===== src/rtl/hazard_unit_if.sv =====
// Hazard controller bundle: pipeline status in, stall/flush/extend control out.
// The pipeline side is the master; hazard_unit is the slave.
interface hazard_unit_if;
  logic [4:0] id_rs;
  logic [4:0] id_rt;
  logic       id_uses_rs;
  logic       id_uses_rt;
  logic       ex_valid;
  logic       mem_valid;
  logic       ex_is_load;
  logic [4:0] ex_rd;
  logic       ex_md_start;
  logic       ex_md_is_div;
  logic       ex_branch_taken;
  logic       mem_req;
  logic       mem_ready;
  logic       exc_req;
  logic       stall_clr;

  logic [4:0]  stall;
  logic [4:0]  flush;
  logic [4:0]  extend;
  logic [1:0]  pc_redirect;
  logic        md_busy;
  logic        md_done;
  logic        bus_err;
  logic [15:0] stall_count;
  logic        dbg_state;

  modport master (
    output id_rs, id_rt, id_uses_rs, id_uses_rt, ex_valid, mem_valid, ex_is_load,
           ex_rd, ex_md_start, ex_md_is_div, ex_branch_taken, mem_req, mem_ready,
           exc_req, stall_clr,
    input  stall, flush, extend, pc_redirect, md_busy, md_done, bus_err,
           stall_count, dbg_state
  );

  modport slave (
    input  id_rs, id_rt, id_uses_rs, id_uses_rt, ex_valid, mem_valid, ex_is_load,
           ex_rd, ex_md_start, ex_md_is_div, ex_branch_taken, mem_req, mem_ready,
           exc_req, stall_clr,
    output stall, flush, extend, pc_redirect, md_busy, md_done, bus_err,
           stall_count, dbg_state
  );
endinterface


===== src/rtl/hazard_unit.sv =====
// Pipeline hazard controller: load-use stall, mult/div EX occupancy, MEM wait
// with timeout, and branch/exception flush with exception taking precedence.
module hazard_unit #(
  parameter int MUL_CYCLES  = 4,
  parameter int DIV_CYCLES  = 32,
  parameter int MEM_TIMEOUT = 16
) (
  input logic          clk,
  input logic          rst,
  hazard_unit_if.slave hif
);
  localparam int WAIT_W = $clog2(MEM_TIMEOUT + 1);

  typedef enum logic {S_IDLE = 1'b0, S_MD_BUSY = 1'b1} state_t;

  state_t            r_state;
  logic [5:0]        r_md_cnt;
  logic [WAIT_W-1:0] r_mem_wait_cnt;
  logic [15:0]       r_stall_count;

  logic       w_mem_wait;
  logic       w_timeout;
  logic       w_exc_take;
  logic       w_md_start;
  logic       w_md_last;
  logic       w_branch;
  logic       w_rs_hit;
  logic       w_rt_hit;
  logic       w_load_use;
  logic [4:0] w_stall;
  logic [4:0] w_flush;
  logic [4:0] w_extend;
  logic [1:0] w_redirect;
  logic       w_md_done;
  logic       w_any_hold;

  assign w_mem_wait = hif.mem_valid & hif.mem_req & ~hif.mem_ready;
  assign w_timeout  = w_mem_wait & (r_mem_wait_cnt == WAIT_W'(MEM_TIMEOUT));
  assign w_exc_take = hif.mem_valid & (hif.exc_req | w_timeout);
  assign w_md_start = (r_state == S_IDLE) & hif.ex_valid & hif.ex_md_start;
  assign w_md_last  = (r_state == S_MD_BUSY) & (r_md_cnt == 6'd1);

  // Exception is excluded here, so !extend[1] reduces to "MEM not waiting".
  assign w_branch = hif.ex_valid & hif.ex_branch_taken & ~w_mem_wait & ~w_exc_take &
                    (r_state == S_IDLE);

  assign w_rs_hit   = hif.id_uses_rs & (hif.id_rs == hif.ex_rd);
  assign w_rt_hit   = hif.id_uses_rt & (hif.id_rt == hif.ex_rd);
  assign w_load_use = hif.ex_valid & hif.ex_is_load & (hif.ex_rd != 5'd0) &
                      (w_rs_hit | w_rt_hit) & ~w_branch & ~w_exc_take;

  always_comb begin
    w_stall    = '0;
    w_flush    = '0;
    w_extend   = '0;
    w_redirect = 2'b00;
    w_md_done  = 1'b0;
    if (w_exc_take) begin
      w_flush[1] = 1'b1;
      w_redirect = 2'b10;
    end else begin
      w_extend[1] = w_mem_wait;
      w_extend[2] = w_md_start | ((r_state == S_MD_BUSY) & ~w_md_last);
      w_md_done   = w_md_last;
      if (w_branch) begin
        w_flush[3] = 1'b1;
        w_redirect = 2'b01;
      end
      w_stall[3] = w_load_use;
    end
  end

  assign w_any_hold = |(w_stall | w_extend);

  always_ff @(posedge clk or negedge rst) begin
    if (!rst) begin
      r_state        <= S_IDLE;
      r_md_cnt       <= '0;
      r_mem_wait_cnt <= '0;
    end else if (w_exc_take) begin
      r_state        <= S_IDLE;
      r_md_cnt       <= '0;
      r_mem_wait_cnt <= '0;
    end else begin
      r_mem_wait_cnt <= w_mem_wait ? r_mem_wait_cnt + 1'b1 : '0;
      case (r_state)
        S_IDLE: begin
          if (w_md_start) begin
            r_md_cnt <= hif.ex_md_is_div ? 6'(DIV_CYCLES - 1) : 6'(MUL_CYCLES - 1);
            r_state  <= S_MD_BUSY;
          end
        end
        S_MD_BUSY: begin
          r_md_cnt <= r_md_cnt - 6'd1;
          if (w_md_last) r_state <= S_IDLE;
        end
        default: r_state <= S_IDLE;
      endcase
    end
  end

  always_ff @(posedge clk or negedge rst) begin
    if (!rst) begin
      r_stall_count <= '0;
    end else if (hif.stall_clr) begin
      r_stall_count <= '0;
    end else if (w_any_hold && (r_stall_count != 16'hFFFF)) begin
      r_stall_count <= r_stall_count + 16'd1;
    end
  end

  // Reset forces every output low even though most are combinational from inputs.
  assign hif.stall       = rst ? w_stall : 5'd0;
  assign hif.flush       = rst ? w_flush : 5'd0;
  assign hif.extend      = rst ? w_extend : 5'd0;
  assign hif.pc_redirect = rst ? w_redirect : 2'b00;
  assign hif.md_busy     = rst & (r_state == S_MD_BUSY);
  assign hif.md_done     = rst & w_md_done;
  assign hif.bus_err     = rst & w_timeout;
  assign hif.stall_count = r_stall_count;
  assign hif.dbg_state   = rst & (r_state == S_MD_BUSY);
endmodule


===== src/flat_wrapper.sv =====
// flat-port wrapper written by rule: the top's interface ports become plain ports
module hazard_unit_flat 
#(
  parameter int MUL_CYCLES  = 4,
  parameter int DIV_CYCLES  = 32,
  parameter int MEM_TIMEOUT = 16
)
  (clk, rst, hif_id_rs, hif_id_rt, hif_id_uses_rs, hif_id_uses_rt, hif_ex_valid, hif_mem_valid, hif_ex_is_load, hif_ex_rd, hif_ex_md_start, hif_ex_md_is_div, hif_ex_branch_taken, hif_mem_req, hif_mem_ready, hif_exc_req, hif_stall_clr, hif_stall, hif_flush, hif_extend, hif_pc_redirect, hif_md_busy, hif_md_done, hif_bus_err, hif_stall_count, hif_dbg_state);
  hazard_unit_if hif_i ();
  input logic clk;
  input logic rst;
  input wire logic [$bits(hif_i.id_rs)-1:0] hif_id_rs;
  input wire logic [$bits(hif_i.id_rt)-1:0] hif_id_rt;
  input wire logic [$bits(hif_i.id_uses_rs)-1:0] hif_id_uses_rs;
  input wire logic [$bits(hif_i.id_uses_rt)-1:0] hif_id_uses_rt;
  input wire logic [$bits(hif_i.ex_valid)-1:0] hif_ex_valid;
  input wire logic [$bits(hif_i.mem_valid)-1:0] hif_mem_valid;
  input wire logic [$bits(hif_i.ex_is_load)-1:0] hif_ex_is_load;
  input wire logic [$bits(hif_i.ex_rd)-1:0] hif_ex_rd;
  input wire logic [$bits(hif_i.ex_md_start)-1:0] hif_ex_md_start;
  input wire logic [$bits(hif_i.ex_md_is_div)-1:0] hif_ex_md_is_div;
  input wire logic [$bits(hif_i.ex_branch_taken)-1:0] hif_ex_branch_taken;
  input wire logic [$bits(hif_i.mem_req)-1:0] hif_mem_req;
  input wire logic [$bits(hif_i.mem_ready)-1:0] hif_mem_ready;
  input wire logic [$bits(hif_i.exc_req)-1:0] hif_exc_req;
  input wire logic [$bits(hif_i.stall_clr)-1:0] hif_stall_clr;
  output wire logic [$bits(hif_i.stall)-1:0] hif_stall;
  output wire logic [$bits(hif_i.flush)-1:0] hif_flush;
  output wire logic [$bits(hif_i.extend)-1:0] hif_extend;
  output wire logic [$bits(hif_i.pc_redirect)-1:0] hif_pc_redirect;
  output wire logic [$bits(hif_i.md_busy)-1:0] hif_md_busy;
  output wire logic [$bits(hif_i.md_done)-1:0] hif_md_done;
  output wire logic [$bits(hif_i.bus_err)-1:0] hif_bus_err;
  output wire logic [$bits(hif_i.stall_count)-1:0] hif_stall_count;
  output wire logic [$bits(hif_i.dbg_state)-1:0] hif_dbg_state;
  assign hif_i.id_rs = hif_id_rs;
  assign hif_i.id_rt = hif_id_rt;
  assign hif_i.id_uses_rs = hif_id_uses_rs;
  assign hif_i.id_uses_rt = hif_id_uses_rt;
  assign hif_i.ex_valid = hif_ex_valid;
  assign hif_i.mem_valid = hif_mem_valid;
  assign hif_i.ex_is_load = hif_ex_is_load;
  assign hif_i.ex_rd = hif_ex_rd;
  assign hif_i.ex_md_start = hif_ex_md_start;
  assign hif_i.ex_md_is_div = hif_ex_md_is_div;
  assign hif_i.ex_branch_taken = hif_ex_branch_taken;
  assign hif_i.mem_req = hif_mem_req;
  assign hif_i.mem_ready = hif_mem_ready;
  assign hif_i.exc_req = hif_exc_req;
  assign hif_i.stall_clr = hif_stall_clr;
  assign hif_stall = hif_i.stall;
  assign hif_flush = hif_i.flush;
  assign hif_extend = hif_i.extend;
  assign hif_pc_redirect = hif_i.pc_redirect;
  assign hif_md_busy = hif_i.md_busy;
  assign hif_md_done = hif_i.md_done;
  assign hif_bus_err = hif_i.bus_err;
  assign hif_stall_count = hif_i.stall_count;
  assign hif_dbg_state = hif_i.dbg_state;
  hazard_unit #(.MUL_CYCLES(MUL_CYCLES), .DIV_CYCLES(DIV_CYCLES), .MEM_TIMEOUT(MEM_TIMEOUT)) u_core (.clk(clk), .rst(rst), .hif(hif_i));
endmodule

===== config.mk =====
export PLATFORM = sky130hd
export DESIGN_NAME = hazard_unit_flat
export DESIGN_NICKNAME = d
export VERILOG_FILES = /design/src/rtl/hazard_unit_if.sv /design/src/rtl/hazard_unit.sv /design/src/flat_wrapper.sv
export SDC_FILE = /design/constraint.sdc
export NUM_CORES = 1
export LEC_CHECK = 0
export ABC_AREA = 0
export BUFFER_PORTS_ARGS = -buffer_cell sky130_fd_sc_hd__buf_2
export CORE_MARGIN = 1.5
export CORE_UTILIZATION = 30
export CTS_CLUSTER_DIAMETER = 200
export DETAILED_ROUTE_END_ITERATION = 8
export HOLD_SLACK_MARGIN = 0.02
export REMOVE_ABC_BUFFERS = 1
export SYNTH_ARGS = -nofsm -noshare
export SYNTH_HDL_FRONTEND = slang
export SYNTH_SLANG_ARGS = --single-unit
export TNS_END_PERCENT = 5

===== constraint.sdc =====
create_clock -name clk -period 2.7 [get_ports clk]
set_clock_uncertainty 0.05 [all_clocks]
set_input_delay 0 -clock clk [delete_from_list [all_inputs] [get_ports clk]]
set_output_delay 0 -clock clk [all_outputs]
set_load 0.05 [all_outputs]

==> results.yml <==
worst_setup_path:
  ff2ff_setup_slack_ps: 240
  critPathLaunchType: "register"
  endpoint_kind: "register"
  crit_fanout: 11
  cp_data_required_time_ps: 2820
  path_delay_family: "compound AO/OA/AOI/OAI gates"
  crit_arrival_ps: 2580
  critPathMaxStageDelay_ps: 480
  worst-path-buf-inv: 0
  path_class: "reg -> reg"
  slowest_stage: "nor4_1"
  cp_cell_sequence: "nor4_1 -> a311oi_1 -> a211o_2 -> a31oi_4 -> or2_1 -> mux2i_1 -> nor2_1"
status:
  outcome: "complete, no violations"
cells_and_area:
  layout_common_cells: "buf_2, nor2_1, dfrtp_1"
  fin_nets: 295
  syn_to_final_growth_pct: 20.1
  final_util: 0.377
  drive_gt1_frac: 0.277
  fill_cells: 608
  layout_commonest_cell: "buf_2"
  fin_cells: 335
  diodes: 0
  final_cell_area_sq_um: 2260
place:
  pre_cts_slack_ps: 253
  gp_congestion: 0.823
  hpwlAfterDp_microns: 3210
  dp_cells: 330
  port_buffers: 55
  dpl-instance-area_sq_um: 2170
drt:
  vias: 1633
  via_per_inst: 4.87
  routedWlPerCell_microns: 12.1
  wl_met1_microns: 1820
  dr_wl_met2_microns: 1910
  wl_met3_microns: 292
  wl_microns: 4070
  detail-route-antenna-nets: 0
  drt_first_iter_violations: 46
  remaining_drc_errors: 0
  routed.top_layer: "met4"
  first_pass_iters: 4
clocking:
  cts_resized: 0
  cts.sinks: 28
  htree_levels: 1
  numCtsBuffers: 3
  clk_pin_slew_ps: 100
  cts_tree: "built"
  clk_path_buf_depth: 2
  root_buffer: "clkbuf_8"
  worstSkewPairLatency_ps: 280
power_and_ir_drop:
  p_clk_frac: 0.251
  p_sw_frac: 0.372
  power.switching_mw: 0.498
  intPower_mw: 0.841
  p_seq_frac: 0.404
  power_frac_comb: 0.346
  peakVddDrop_v: 0.000302
  power_density_nw_per_um2: 593
  leakage_nw: 1.03
  finalPower_mw: 1.34
synth:
  synthFlopType: "dfrtp_1"
  yosys_warnings: 0
  ys_seq_area_frac: 0.373
  syn_area_sq_um: 1880
  synth-async-reset-ratio: 1.00
  syn_inst: 206
  ys_seq_elements: 28
  synth_top_area_cell: "dfrtp_1"
  yosysTopAreaCellShare: 0.373
  synth_top_family_by_area: "simple AND/OR/NAND/NOR gates"
  synth-simple-area-share: 0.272
  synth-xor-area-share: 0.126
  synth_area_leaders: "dfrtp_1, xnor2_1, nor2_1"
  synthMuxAreaShare: 0.00533
  synthAdderAreaFrac: 0.0333
  synth_compound_area_frac: 0.101
  synth_edf_count: 0
  avgSynthCellArea_sq_um: 9.12
  synth_cell_types: 48
worst_hold_path:
  hold_class: "in -> reg"
timing:
  layout_min_cycle_time_ps: 2460
  final_hold_viol_count: 0
  holdWs_ps: 30.2
  max_freq_mhz: 407
  layout_setup_ws_ps: 245
  finalSetupViolations: 0
  drv_slew: 0
  tns_ps: 0
  rsz0062_at_grt: "no"
  timing.final.crit_share: 0.909
global_route:
  grt_pass1_vias: 1517
  grt_usage: 0.130
  antenna_found_initial: 0
  gr-total-overflow: 0
  grt_max_degree: 20
  grt_pass1_wl_microns: 6790
floorplanning:
  die_w_microns: 82.1
  ioPinCount: 66
  die_h_microns: 82.1
  num_rows: 28
  initial_utilization: 0.313
  dieArea_sq_um: 6740
  core_area_sq_um: 5990
job:
  drv_cap: 0
-- worst register-to-register path, stage by stage (launching register included) --
cell and delay [ps]:
dfrtp_1 440, nor4_1 480, a311oi_1 170, a211o_2 340
a31oi_4 340, or2_1 280, mux2i_1 210, nor2_1 50
-- what timing repair did --
action | 4_1_cts | 5_1_grt
hold endpoints to repair | 28 | 0
buffers inserted | 0 | 0
hold buffers | 1 | 0
-- sequential cells by signal, summed over array words and instances, names as in the netlist --
signal                  count
u_core.r_md_cnt             6
u_core.r_mem_wait_cnt       5
u_core.hif.stall_count     16
u_core.r_state              1
-- Yosys cell counts, types with 2 or more instances --
cell	number
a21oi_1	7
nor2_1	32
clkbuf_1	2
inv_1	5
nand2_1	16
or2_1	2
nor3b_1	4
xor2_1	5
and2_1	4
a211oi_1	2
dfrtp_1	28
nand3_1	9
and3_1	2
a221oi_1	3
ha_1	5
buf_6	2
o41ai_1	2
or3b_1	2
nand4_1	5
buf_4	13
nor3_1	3
xnor2_1	22
nor4_1	6
-- power by group through the flow --
stage	clock network (mW)	registers (mW)	logic [mW]
2_1_floorplan	0	0.569	0.309
3_3_place_gp	0	0.544	0.455
6_report	0.336	0.540	0.463
3_5_place_dp	0	0.547	0.462
5_1_grt	0.367	0.553	0.519
4_1_cts	0.350	0.539	0.467
-- area by class of cell --
cell class                      instances  area, sq um  area share
Timing Repair Buffer                   60          315       0.140
Clock inverter                          1         30.0      0.0133
Inverter                                6         27.5      0.0122
Clock buffer                            3         41.3      0.0183
Sequential cell                        28          701       0.311
Multi-Input combinational cell        162         1050       0.464
Tap cell                               75         93.8      0.0416
-- path summary, 6_finish.rpt --
check	startpoint	to	cells past startpoint
min in group asynchronous	rst	u_core.r_mem_wait_cnt[4]$_DFF_PN0_	2
hold reg to reg	u_core.r_mem_wait_cnt[0]$_DFF_PN0_	u_core.r_mem_wait_cnt[0]$_DFF_PN0_	1
hold / removal	hif_stall_clr	u_core.hif.stall_count[8]$_DFFE_PN0P_	2
max in group asynchronous	rst	u_core.hif.stall_count[10]$_DFFE_PN0P_	3
setup / recovery	u_core.r_md_cnt[2]$_DFFE_PN0P_	u_core.hif.stall_count[1]$_DFFE_PN0P_	7
setup reg to reg	u_core.r_md_cnt[2]$_DFFE_PN0P_	u_core.hif.stall_count[1]$_DFFE_PN0P_	7
-- per-layer routing --
layer / global-route usage / up-vias
met4: 0.0441 / 0
met3: 0.0297 / 4
met1: 0.159 / 767
li1: - / 798
met5: 0 / -
met2: 0.224 / 64
-- cells by family (layout without fill, tap and decap cells) --
| family | count (synthesis) | in the layout |
|---|---|---|
| other cells | 1 | 10 |
| buf+inv | 25 | 70 |
| flops | 28 | 28 |
| xor+xnor | 27 | 27 |
| mux | 1 | 1 |
| simple gates | 95 | 95 |
| fa+ha+maj | 5 | 5 |
| compound gates | 24 | 24 |
Power figures use the tool's default switching activity.
